==> src/rtl/dp_pkg.sv <==
// dp_pkg: instruction field positions, FSM states and widths shared by the datapath unit.
package dp_pkg;
  localparam int OPC_W   = 4;
  localparam int REG_AW  = 3;
  localparam int OPC_MSB = 15;
  localparam int OPC_LSB = 12;
  localparam int RS1_MSB = 11;
  localparam int RS1_LSB = 9;
  localparam int RS2_MSB = 8;
  localparam int RS2_LSB = 6;
  localparam int WS_MSB  = 5;
  localparam int WS_LSB  = 3;
  localparam int OFF_MSB = 5;
  localparam int OFF_LSB = 0;
  localparam int JMP_MSB = 11;
  localparam int JMP_LSB = 0;
  typedef enum logic [1:0] {IDLE, ISSUE, WAIT_WB} state_t;
endpackage

==> src/rtl/dp_regbank.sv <==
// dp_regbank: per-context register banks with one write port, two sampled read ports and a debug read port.
module dp_regbank
  import dp_pkg::*;
#(
  parameter int DATA_W  = 16,
  parameter int THREADS = 2,
  parameter bit ZERO_R0 = 1'b1,
  parameter int TID_W   = 1
) (
  input  logic              clk,
  input  logic              rst_n,
  input  logic              we,
  input  logic [TID_W-1:0]  wtid,
  input  logic [REG_AW-1:0] waddr,
  input  logic [DATA_W-1:0] wdata,
  input  logic              re,
  input  logic [TID_W-1:0]  rtid,
  input  logic [REG_AW-1:0] ra1,
  input  logic [REG_AW-1:0] ra2,
  output logic [DATA_W-1:0] rd1,
  output logic [DATA_W-1:0] rd2,
  input  logic [TID_W-1:0]  dbg_tid,
  input  logic [REG_AW-1:0] dbg_addr,
  output logic [DATA_W-1:0] dbg_data
);
  localparam int N = (2 ** TID_W) * 8;
  localparam logic [TID_W-1:0] TMASK = TID_W'(THREADS - 1);
  logic [DATA_W-1:0] regs [N];
  function automatic logic [TID_W+REG_AW-1:0] idx(input logic [TID_W-1:0] t, input logic [REG_AW-1:0] a);
    return {t & TMASK, a};
  endfunction
  // R0 stays at its reset value of 0 because writes to it are dropped, so reads need no forcing
  always_ff @(posedge clk) begin
    if (!rst_n) begin
      for (int i = 0; i < N; i++) regs[i] <= '0;
      rd1 <= '0;
      rd2 <= '0;
    end else begin
      if (we && !(ZERO_R0 && waddr == '0)) regs[idx(wtid, waddr)] <= wdata;
      if (re) begin
        rd1 <= regs[idx(rtid, ra1)];
        rd2 <= regs[idx(rtid, ra2)];
      end
    end
  end
  assign dbg_data = regs[idx(dbg_tid, dbg_addr)];
endmodule

==> src/rtl/mt_datapath_unit.sv <==
// mt_datapath_unit: multi-context decode/issue/write-back unit with valid/ready handshakes and a retire counter.
module mt_datapath_unit
  import dp_pkg::*;
#(
  parameter int DATA_W  = 16,
  parameter int THREADS = 2,
  parameter bit ZERO_R0 = 1'b1,
  localparam int TID_W  = (THREADS > 1) ? $clog2(THREADS) : 1
) (
  input  logic              clk,
  input  logic              rst_n,
  input  logic              inst_valid,
  output logic              inst_ready,
  input  logic [15:0]       inst,
  input  logic [TID_W-1:0]  inst_tid,
  output logic              op_valid,
  input  logic              op_ready,
  output logic [OPC_W-1:0]  opcode,
  output logic [TID_W-1:0]  op_tid,
  output logic [DATA_W-1:0] rd1,
  output logic [DATA_W-1:0] rd2,
  output logic [5:0]        offset,
  output logic [DATA_W-1:0] offset_sx,
  output logic [11:0]       offset_jump,
  input  logic              wb_valid,
  input  logic              wb_en,
  input  logic              wb_is_load,
  input  logic [DATA_W-1:0] wb_data,
  output logic              retire,
  output logic [31:0]       retire_cnt,
  output logic              wb_err,
  input  logic [TID_W-1:0]  dbg_tid,
  input  logic [REG_AW-1:0] dbg_addr,
  output logic [DATA_W-1:0] dbg_data
);
  state_t      state;
  logic [15:0] ir;
  logic        accept;
  logic        wb_fire;
  assign inst_ready  = state == IDLE;
  assign accept      = inst_ready && inst_valid;
  assign wb_fire     = state == WAIT_WB && wb_valid;
  assign opcode      = ir[OPC_MSB:OPC_LSB];
  assign offset      = ir[OFF_MSB:OFF_LSB];
  assign offset_sx   = {{(DATA_W - 6){ir[OFF_MSB]}}, ir[OFF_MSB:OFF_LSB]};
  assign offset_jump = ir[JMP_MSB:JMP_LSB];
  // a wb_valid arriving in the op-handshake cycle is still in ISSUE, so it counts as early
  always_ff @(posedge clk) begin
    if (!rst_n) begin
      state      <= IDLE;
      ir         <= '0;
      op_tid     <= '0;
      op_valid   <= 1'b0;
      retire     <= 1'b0;
      retire_cnt <= '0;
      wb_err     <= 1'b0;
    end else begin
      retire <= wb_fire;
      if (wb_valid && state != WAIT_WB) wb_err <= 1'b1;
      if (wb_fire) retire_cnt <= retire_cnt + 32'd1;
      if (accept) begin
        ir       <= inst;
        op_tid   <= inst_tid;
        op_valid <= 1'b1;
        state    <= ISSUE;
      end
      if (state == ISSUE && op_ready) begin
        op_valid <= 1'b0;
        state    <= WAIT_WB;
      end
      if (wb_fire) state <= IDLE;
    end
  end
  dp_regbank #(
    .DATA_W (DATA_W),
    .THREADS(THREADS),
    .ZERO_R0(ZERO_R0),
    .TID_W  (TID_W)
  ) u_regbank (
    .clk     (clk),
    .rst_n   (rst_n),
    .we      (wb_fire && wb_en),
    .wtid    (op_tid),
    .waddr   (wb_is_load ? ir[RS2_MSB:RS2_LSB] : ir[WS_MSB:WS_LSB]),
    .wdata   (wb_data),
    .re      (accept),
    .rtid    (inst_tid),
    .ra1     (inst[RS1_MSB:RS1_LSB]),
    .ra2     (inst[RS2_MSB:RS2_LSB]),
    .rd1     (rd1),
    .rd2     (rd2),
    .dbg_tid (dbg_tid),
    .dbg_addr(dbg_addr),
    .dbg_data(dbg_data)
  );
endmodule

==> config.mk <==
export PLATFORM = sky130hd
export DESIGN_NAME = mt_datapath_unit
export DESIGN_NICKNAME = d
export VERILOG_FILES = /design/src/rtl/dp_pkg.sv /design/src/rtl/dp_regbank.sv /design/src/rtl/mt_datapath_unit.sv
export SDC_FILE = /design/constraint.sdc
export NUM_CORES = 1
export LEC_CHECK = 0
export CAP_MARGIN = 20
export CORE_ASPECT_RATIO = 1.2
export CORE_MARGIN = 3
export CORE_UTILIZATION = 30
export CTS_CLUSTER_DIAMETER = 50
export DETAILED_ROUTE_END_ITERATION = 16
export GPL_ROUTABILITY_DRIVEN = 1
export PLACE_DENSITY = 0.55
export SYNTH_ARGS = -nofsm -noshare
export SYNTH_HDL_FRONTEND = slang
export SYNTH_HIERARCHICAL = 1
export SYNTH_SLANG_ARGS = --single-unit
export TNS_END_PERCENT = 10
==> constraint.sdc <==
create_clock -name clk -period 2.8 [get_ports clk]
set_clock_uncertainty 0.1 [all_clocks]
set_input_delay 0.56 -clock clk [delete_from_list [all_inputs] [get_ports clk]]
set_output_delay 0.56 -clock clk [all_outputs]
set_load 0.005 [all_outputs]
==> results.json, run 1 <==
{
  "rsz0062_at_grt": "yes",
  "grt_overflow_total": 0,
  "cts_root_buf": "clkbuf_16",
  "final.setup.worst_slack_ns": -0.157,
  "leakagePower_nw": 9.54,
  "endpoint_kind": "output pin",
  "rows": 101,
  "ys_async_sr_fraction_pct": 0,
  "hold_viol": 0,
  "hold_path_class": "in -> reg",
  "critPathBufInv": 1,
  "crit_family": "multiplexers",
  "gp_congestion": 0.861,
  "dpl_cell_area_um2": 22700,
  "r2r-start": "state[1]",
  "slew_headroom_pct": 57.5,
  "powerDensity_nw_per_um2": 557,
  "fin_crit_sh_pct": 106,
  "fmax_mhz": 338,
  "initial_core_util_pct": 30.3,
  "synth_seq_cells": 342,
  "cp_common_cell": "mux4_2",
  "die_h_um": 283,
  "synthFlopType": "edfxtp_1",
  "regToRegSetupSlack_ns": 0.22,
  "period_minus_slack_ns": 2.96,
  "worstMarginPinSlew_ns": 0.636,
  "drive_above_1_share_pct": 19.0,
  "r2r_end": "u_regbank/regs[3][8]",
  "post_layout_nonfiller_instances": 2726,
  "worstPathRequired_ns": 2.14,
  "synth_common_cells": "mux2i_1, edfxtp_1, and2_1, nand2_1, nand3_1",
  "port_buffers": 166,
  "track_usage_pct": 21.5,
  "cts_tree": "yes",
  "clk-insertion-delay-late_ns": 0.58,
  "area_growth_pct": 28.0,
  "h-tree-depth": 2,
  "rr_worst_depth": 9,
  "power_mw": 13.7,
  "nets": 1907,
  "path_cells": "mux4_2 -> mux4_2 -> buf_6",
  "crit_path_start_kind": "flop",
  "outcome": "finished with violations",
  "drc_errors": 0,
  "path_clk_slew_ns": 0.06,
  "syn_area_um2": 19200,
  "ys_seq_area_share_pct": 48.9,
  "maxCapViolCount": 0,
  "clockBufferDepth": 3,
  "worst_ep_arrival_time_ns": 2.30,
  "netlist.area_leader.share_pct": 40.0,
  "slew_viol_final": 0,
  "finalSetupViolCount": 10,
  "synthTopCellsByArea": "edfxtp_1, mux2i_1, dfxtp_1, and2_1, mux4_1",
  "yosysTopAreaCell": "edfxtp_1",
  "synthDistinctLibCells": 52,
  "ir_drop_uv": 390,
  "num_io_pins": 167,
  "critical_path.max_stage_delay_ns": 0.60,
  "postSynthCellCount": 1611,
  "wire_per_inst_um": 27.0,
  "dpl.hpwl_um": 45600,
  "grt_pass1_wl_um": 106000,
  "grt_pass1_vias": 15600,
  "yosysWarnings": 6,
  "dp.cells": 2578,
  "vias_per_cell": 5.55,
  "grt_max_degree": 50,
  "violations": "negative setup slack",
  "via_count": 15100,
  "postLayoutCellArea_um2": 24600,
  "critPathSlowestCell": "mux4_2",
  "ant_nets": 0,
  "grt_antenna_before_repair": 6,
  "cts_made_buffers": 47,
  "fin_tns_setup_ns": -0.548,
  "dieArea_um2": 67200,
  "synth.most_common_cell": "mux2i_1",
  "drtIter0Drc": 1563,
  "worstSetupPathType": "reg -> out",
  "synth_edf_count": 256,
  "cp.depth": 3,
  "wl_um": 73700,
  "die_w_um": 237,
  "hold_ws_ns": 0.306,
  "worstSetupStartpoint": "u_regbank/regs[6][15]",
  "syn_area_per_cell_um2": 11.9,
  "critPathCapture": "dbg_data[15]",
  "drt-pass1-iter-count": 5,
  "critPathMaxFanout": 3,
  "clock_sinks": 342,
  "coreArea_um2": 63400
}
## placed cells by master, fill, tap and decap left out, types with 5 or more instances in the layout
master           netlist  final
mux2i_1              258    258
edfxtp_1             256    256
and2_1               230    230
clkdlybuf4s50_1        0    146
nand2_1              116    116
nand3_1              109    109
buf_4                 25    107
a22oi_1               96     96
dfxtp_1               86     85
mux4_2                41     75
a21oi_1               68     68
buf_12                 1     50
clkbuf_16              0     47
conb_1                 1     32
nor2_1                29     25
o31ai_1               12     12
or4_1                 12     12
nand4_1               10     10
nand2b_1              10      9
buf_6                  6      9
o21ai_2                0      9
clkbuf_1              79      8
clkinv_2               0      7
inv_1                  6      6
xnor2_1                6      6
clkbuf_2               1      6
xor2_1                 5      5
and4_1                 5      5
nor4_1                 7      5
bufinv_16              0      5
clkbuf_8               0      5
buf_2                 32      5
mux4_1                39      5
## stage by stage
stage	setup WS, ns	utilization (%)
CTS	-0.149	38.8
detailed placement	-0.461	35.8
global placement	-0.438	35.8
finish	-0.157	38.8
global route	-0.163	38.8
floorplan	-0.195	-
## worst register-to-register path: cells and delay by family (launching register included)
| kind | cells | cell delay (ns) |
|---|---|---|
| flip-flops | 1 | 0.39 |
| buffers and inverters | 3 | 0.58 |
| AND/OR/NAND/NOR | 6 | 1.21 |
## state kept, by name, summed over array words and instances, names as in the netlist
signal / count
u_regbank/regs: 256
op_valid: 1
op_tid: 1
retire_cnt: 32
u_regbank/rd1: 16
wb_err: 1
ir: 16
retire: 1
state: 2
u_regbank/rd2: 16
## worst min-delay path by stage
| stage | from | endpoint | slack, ns | cells after the start |
|---|---|---|---|---|
| 5_1_grt | inst[8] | ir[8] | 0.35 | 3 |
| 3_5_place_dp | u_regbank/rd1[12] | u_regbank/rd1[12] | 0.35 | 2 |
| 3_3_place_gp | ir[14] | ir[14] | 0.34 | 2 |
| 4_1_cts | inst[11] | ir[11] | 0.30 | 3 |
| 2_1_floorplan | u_regbank/rd1[0] | u_regbank/rd1[0] | 0.35 | 2 |
| 6_report | inst[11] | ir[11] | 0.31 | 3 |
## layout make-up
type                            instances  area, um2
Antenna cell                            4       10.0
Clock buffer                           60       1270
Clock inverter                         25        284
Fill cell                            6120      38800
Inverter                                7       26.3
Multi-Input combinational cell       1139       9110
Sequential cell                       342       9410
Tap cell                              824       1030
Timing Repair Buffer                  325       3480
## what timing repair did
| item | in CTS | in global routing |
|---|---|---|
| endpoints found under the setup margin | 16 | 33 |
| gates resized for setup | 94 | 12 |
| cloned | 2 | 0 |
| hold buffers | 0 | 0 |
| buffers inserted | 53 | 4 |
## where the power goes
group	switching (mW)	internal [mW]
logic	0.940	0.857
registers	0.203	5.66
clock network	2.37	3.69
total	3.51	10.2
## per-layer routing
metal | wire [um] | global-route usage [%] | vias to the layer above
met2 | 34600 | 35.6 | 917
met5 | 13 | 0 | -
met1 | 28600 | 26.1 | 7441
met3 | 6380 | 4.88 | 239
met4 | 4120 | 11.2 | 2
li1 | - | - | 6532
## cell families (layout without fill, tap and decap cells)
group,after synthesis,count (layout),synth area share [%]
AND/OR/NAND/NOR,556,556,15.8
AO/OA/AOI/OAI,198,198,6.71
flip-flops,342,342,48.9
XOR/XNOR,11,11,0.501
other,1,36,0.0195
buffers and inverters,161,417,4.22
multiplexers,341,341,23.7
adder cells (fa/ha/maj),1,1,0.0650
No activity file was read; power rests on OpenSTA's default activity.
==> inputs of run 2 (changes only) <==
--- a/config.mk
+++ b/config.mk
@@ -9,6 +9,7 @@
 export CORE_ASPECT_RATIO = 1.2
 export CORE_MARGIN = 3
 export CORE_UTILIZATION = 30
+export CTS_BUF_LIST = sky130_fd_sc_hd__clkbuf_8
 export CTS_CLUSTER_DIAMETER = 50
 export DETAILED_ROUTE_END_ITERATION = 16
 export GPL_ROUTABILITY_DRIVEN = 1
==> results.json, run 2 (same netlist as run 1, synthesis figures left out) <==
{
  "grt_pass1_wl_um": 106000,
  "slew_viol_final": 0,
  "dpl.hpwl_um": 45600,
  "fmax_mhz": 331,
  "vias_per_cell": 5.52,
  "leakagePower_nw": 9.45,
  "worstMarginPinSlew_ns": 0.676,
  "ant_nets": 0,
  "area_growth_pct": 26.1,
  "top_regs": "u_regbank/regs (256), retire_cnt (32)",
  "hold_path_class": "in -> reg",
  "place_ws_ns": -0.461,
  "post_layout_nonfiller_instances": 2762,
  "finalSetupViolCount": 16,
  "violations": "negative setup slack",
  "cts_tree": "yes",
  "worstSetupPathType": "reg -> out",
  "initial_core_util_pct": 30.3,
  "maxCapViolCount": 0,
  "clockBufferDepth": 3,
  "mostFrequentLayoutCell": "mux2i_1",
  "coreArea_um2": 63400,
  "num_io_pins": 167,
  "powerDensity_nw_per_um2": 509,
  "via_count": 15200,
  "regMostFlops": "u_regbank/regs",
  "die_w_um": 237,
  "clk-insertion-delay-late_ns": 0.65,
  "critPathMaxFanout": 2,
  "ir_drop_uv": 259,
  "drt-pass1-iter-count": 6,
  "postCtsHoldBufs": 0,
  "slew_headroom_pct": 54.8,
  "path_clk_slew_ns": 0.06,
  "endpoint_kind": "output pin",
  "outcome": "finished with violations",
  "crit_path_start_kind": "flop",
  "dp.cells": 2578,
  "grt_antenna_before_repair": 7,
  "post-route-util_pct": 38.2,
  "grt_pass1_vias": 15800,
  "cts_made_buffers": 67,
  "gp_congestion": 0.861,
  "fin_crit_sh_pct": 108,
  "drive_above_1_share_pct": 19.5,
  "hold_viol": 0,
  "worst_ep_arrival_time_ns": 2.36,
  "drc_errors": 0,
  "port_buffers": 166,
  "grt_overflow_total": 0,
  "dieArea_um2": 67200,
  "wire_per_inst_um": 26.7,
  "nets": 1928,
  "clock_sinks": 342,
  "die_h_um": 283,
  "rows": 101,
  "period_minus_slack_ns": 3.02,
  "grt_max_degree": 50,
  "cts_root_buf": "clkbuf_8",
  "final.setup.worst_slack_ns": -0.217,
  "worstPathRequired_ns": 2.14,
  "rsz0062_at_grt": "yes",
  "wl_um": 73700,
  "power_mw": 12.4,
  "drtIter0Drc": 1426,
  "h-tree-depth": 3,
  "regToRegSetupSlack_ns": 0.21,
  "largest_reg_flops": 256,
  "track_usage_pct": 21.5,
  "final_cell_mix": "mux2i_1, edfxtp_1, and2_1"
}
-- run 2: cell types whose count changed in the layout (fill, tap and decap cells not counted), sizes merged --
cell	change
clkinv	+9
bufinv	-4
inv	+18
clkbuf	+8
diode	+1
clkinvlp	+4
-- run 2: final cells by class --
class / instances / area (um2)
repair buffers: 326 / 3470
clock buffers: 67 / 922
multi-input cells: 1139 / 9110
clock inverters: 52 / 289
diodes: 5 / 12.5
inverters: 7 / 26.3
flip-flops and latches: 342 / 9410
well taps: 824 / 1030
fillers: 6188 / 39200
-- run 2: power by group --
part	switching, mW	internal (mW)
Combinational	0.935	0.856
Sequential	0.204	5.66
Clock	2.35	2.36
Total	3.48	8.88
-- run 2: path summary, 6_finish.rpt --
check / start / to / cells after the start
max: u_regbank/regs[7][15] / dbg_data[15] / 3
min: inst[8] / ir[8] / 3
max reg2reg: state[1] / u_regbank/regs[3][0] / 9
min reg2reg: u_regbank/rd1[7] / u_regbank/rd1[7] / 2
-- run 2: routing by layer --
| metal | routed length (um) | GRT usage [%] | up-vias |
|---|---|---|---|
| li1 | - | - | 6585 |
| met2 | 34900 | 35.4 | 928 |
| met3 | 6070 | 4.82 | 245 |
| met5 | 13 | 0 | - |
| met4 | 4080 | 11.7 | 2 |
| met1 | 28600 | 26.1 | 7475 |
-- run 2: timing repair --
action | in CTS | in global routing
buffers inserted | 52 | 7
endpoints found under the setup margin | 16 | 36
cloned | 0 | 1
gates resized for setup | 85 | 20
-- run 2: per-stage QoR --
| step | hold WS (ns) | cell area (um2) | TNS, ns |
|---|---|---|---|
| floorplan | 0.350 | 19400 | -26.39 |
| global placement | 0.342 | 22700 | -31.36 |
| detailed placement | 0.347 | 22700 | -36.42 |
| CTS | 0.198 | 24200 | -2.85 |
| global route | 0.255 | 24300 | -2.53 |
| finish | 0.235 | 24300 | -1.50 |
-- run 2: worst max-delay path, stage by stage (launching register included) --
cell	delay (ns)
edfxtp_1	0.45
mux4_2	0.49
mux4_2	0.59
buf_6	0.17
==> inputs of run 3 (changes only) <==
--- a/config.mk
+++ b/config.mk
@@ -5,9 +5,7 @@
 export SDC_FILE = /design/constraint.sdc
 export NUM_CORES = 1
 export LEC_CHECK = 0
-export CAP_MARGIN = 20
 export CORE_ASPECT_RATIO = 1.2
-export CORE_MARGIN = 3
 export CORE_UTILIZATION = 30
 export CTS_BUF_LIST = sky130_fd_sc_hd__clkbuf_8
 export CTS_CLUSTER_DIAMETER = 50
==> results.json, run 3 (same netlist as run 1, synthesis figures left out) <==
{
  "internal_power_mw": 8.79,
  "powerDensity_nw_per_um2": 503,
  "worstSetupStartpoint": "u_regbank/regs[7][3]",
  "critPathCapture": "dbg_data[3]",
  "post-route-util_pct": 38.0,
  "worstPathRequired_ns": 2.14,
  "coreArea_um2": 63300,
  "drc_errors": 0,
  "wl_um": 72100,
  "track_usage_pct": 22.1,
  "finalSetupViolCount": 16,
  "cts_root_buf": "clkbuf_8",
  "final_cell_mix": "mux2i_1, edfxtp_1, and2_1",
  "h-tree-depth": 2,
  "drive_above_1_share_pct": 17.8,
  "outcome": "finished with violations",
  "r2r_end": "u_regbank/regs[4][11]",
  "endpoint_kind": "output pin",
  "netSwitchingFraction_pct": 27.3,
  "gp_congestion": 0.896,
  "drt-pass1-iter-count": 5,
  "violations": "negative setup slack",
  "grt_pass1_wl_um": 103000,
  "clockBufferDepth": 3,
  "worstSetupPathType": "reg -> out",
  "cts_tree": "yes",
  "hold_path_class": "in -> reg",
  "dpl_cell_area_um2": 22700,
  "area_growth_pct": 25.0,
  "r2r-start": "state[1]",
  "postLayoutCellArea_um2": 24000,
  "hold_viol": 0,
  "power.switching_mw": 3.30,
  "rsz0062_at_grt": "yes",
  "clk-insertion-delay-late_ns": 0.68,
  "drtIter0Drc": 1229,
  "power.share.clock_pct": 36.9,
  "share_comb_of_total_power_pct": 14.5,
  "fin_tns_setup_ns": -1.91,
  "critPathMaxFanout": 3,
  "dieArea_um2": 65100,
  "worst_ep_arrival_time_ns": 2.38,
  "grt_max_degree": 54,
  "grt_overflow_total": 0,
  "regMostFlops": "u_regbank/regs",
  "grt_antenna_before_repair": 8,
  "vias_per_cell": 5.54,
  "port_buffers": 166,
  "nets": 1898,
  "crit_path_start_kind": "flop",
  "top_regs": "u_regbank/regs (256), retire_cnt (32)",
  "grt_pass1_vias": 15300,
  "wire_per_inst_um": 26.4,
  "fmax_mhz": 329,
  "dpl.hpwl_um": 44800,
  "mostFrequentLayoutCell": "mux2i_1",
  "leakagePower_nw": 9.36,
  "rr_worst_depth": 7,
  "path_clk_slew_ns": 0.06,
  "cts_made_buffers": 61,
  "ant_nets": 0,
  "slew_viol_final": 0,
  "num_io_pins": 167,
  "via_count": 15100,
  "period_minus_slack_ns": 3.04,
  "fin_crit_sh_pct": 108,
  "largest_reg_flops": 256,
  "ir_drop_uv": 353,
  "final.setup.worst_slack_ns": -0.236,
  "initial_core_util_pct": 30.4,
  "seq_power_share_pct": 48.6,
  "maxCapViolCount": 0,
  "regToRegSetupSlack_ns": 0.36,
  "clock_sinks": 342,
  "die_w_um": 233,
  "die_h_um": 279,
  "rows": 101
}
-- run 3: through the flow --
step                hold slack (ns)  std cells  power [mW]  setup slack [ns]
finish                       0.0887       2732        12.1            -0.236
detailed placement            0.340       2572        7.66            -0.472
global placement              0.339       2572        7.63            -0.456
floorplan                     0.350       1642        6.78            -0.195
global route                 0.0707       2728        12.5            -0.278
CTS                          0.0475       2726        12.2            -0.274
-- run 3: worst min path at each step --
stage	from	end	slack (ns)	cells past startpoint
5_1_grt	inst[8]	ir[8]	0.07	3
6_report	inst[8]	ir[8]	0.09	3
2_1_floorplan	u_regbank/rd1[0]	u_regbank/rd1[0]	0.35	2
3_5_place_dp	u_regbank/rd1[11]	u_regbank/rd1[11]	0.34	2
3_3_place_gp	u_regbank/rd2[10]	u_regbank/rd2[10]	0.34	2
4_1_cts	inst[8]	ir[8]	0.05	3
-- run 3: worst max-delay path: stages (launching register included) --
cell      delay [ns]
edfxtp_1        0.50
mux4_2          0.50
mux4_2          0.54
buf_2           0.16
-- run 3: layer usage --
metal	GRT usage, %	share of wire, %
met5	0	0.018
met4	9.97	4.7
met3	4.90	8.2
met2	36.9	48
met1	27.0	39
-- run 3: power groups by stage --
stage	Sequential [mW]	Clock [mW]	Combinational, mW
after floorplan	5.88	0	0.902
after global placement	5.97	0	1.67
after detailed placement	5.97	0	1.69
after CTS	5.86	4.55	1.74
after global routing	5.88	4.79	1.86
final	5.87	4.46	1.75
-- run 3: layout make-up --
| cell class | instances | area, um2 |
|---|---|---|
| inverters | 7 | 26.3 |
| multi-input cells | 1139 | 9120 |
| well taps | 824 | 1030 |
| clock buffers | 67 | 922 |
| fillers | 6107 | 39300 |
| flip-flops and latches | 342 | 9410 |
| diodes | 6 | 15.0 |
| repair buffers | 302 | 3300 |
| clock inverters | 45 | 224 |
-- run 3: timing repair --
action / CTS / global route
gates resized for setup: 85 / 14
gates cloned: 2 / 0
endpoints found under the setup margin: 16 / 16
setup buffers: 40 / 0
pin swaps: 0 / 0
hold buffers: 0 / 0
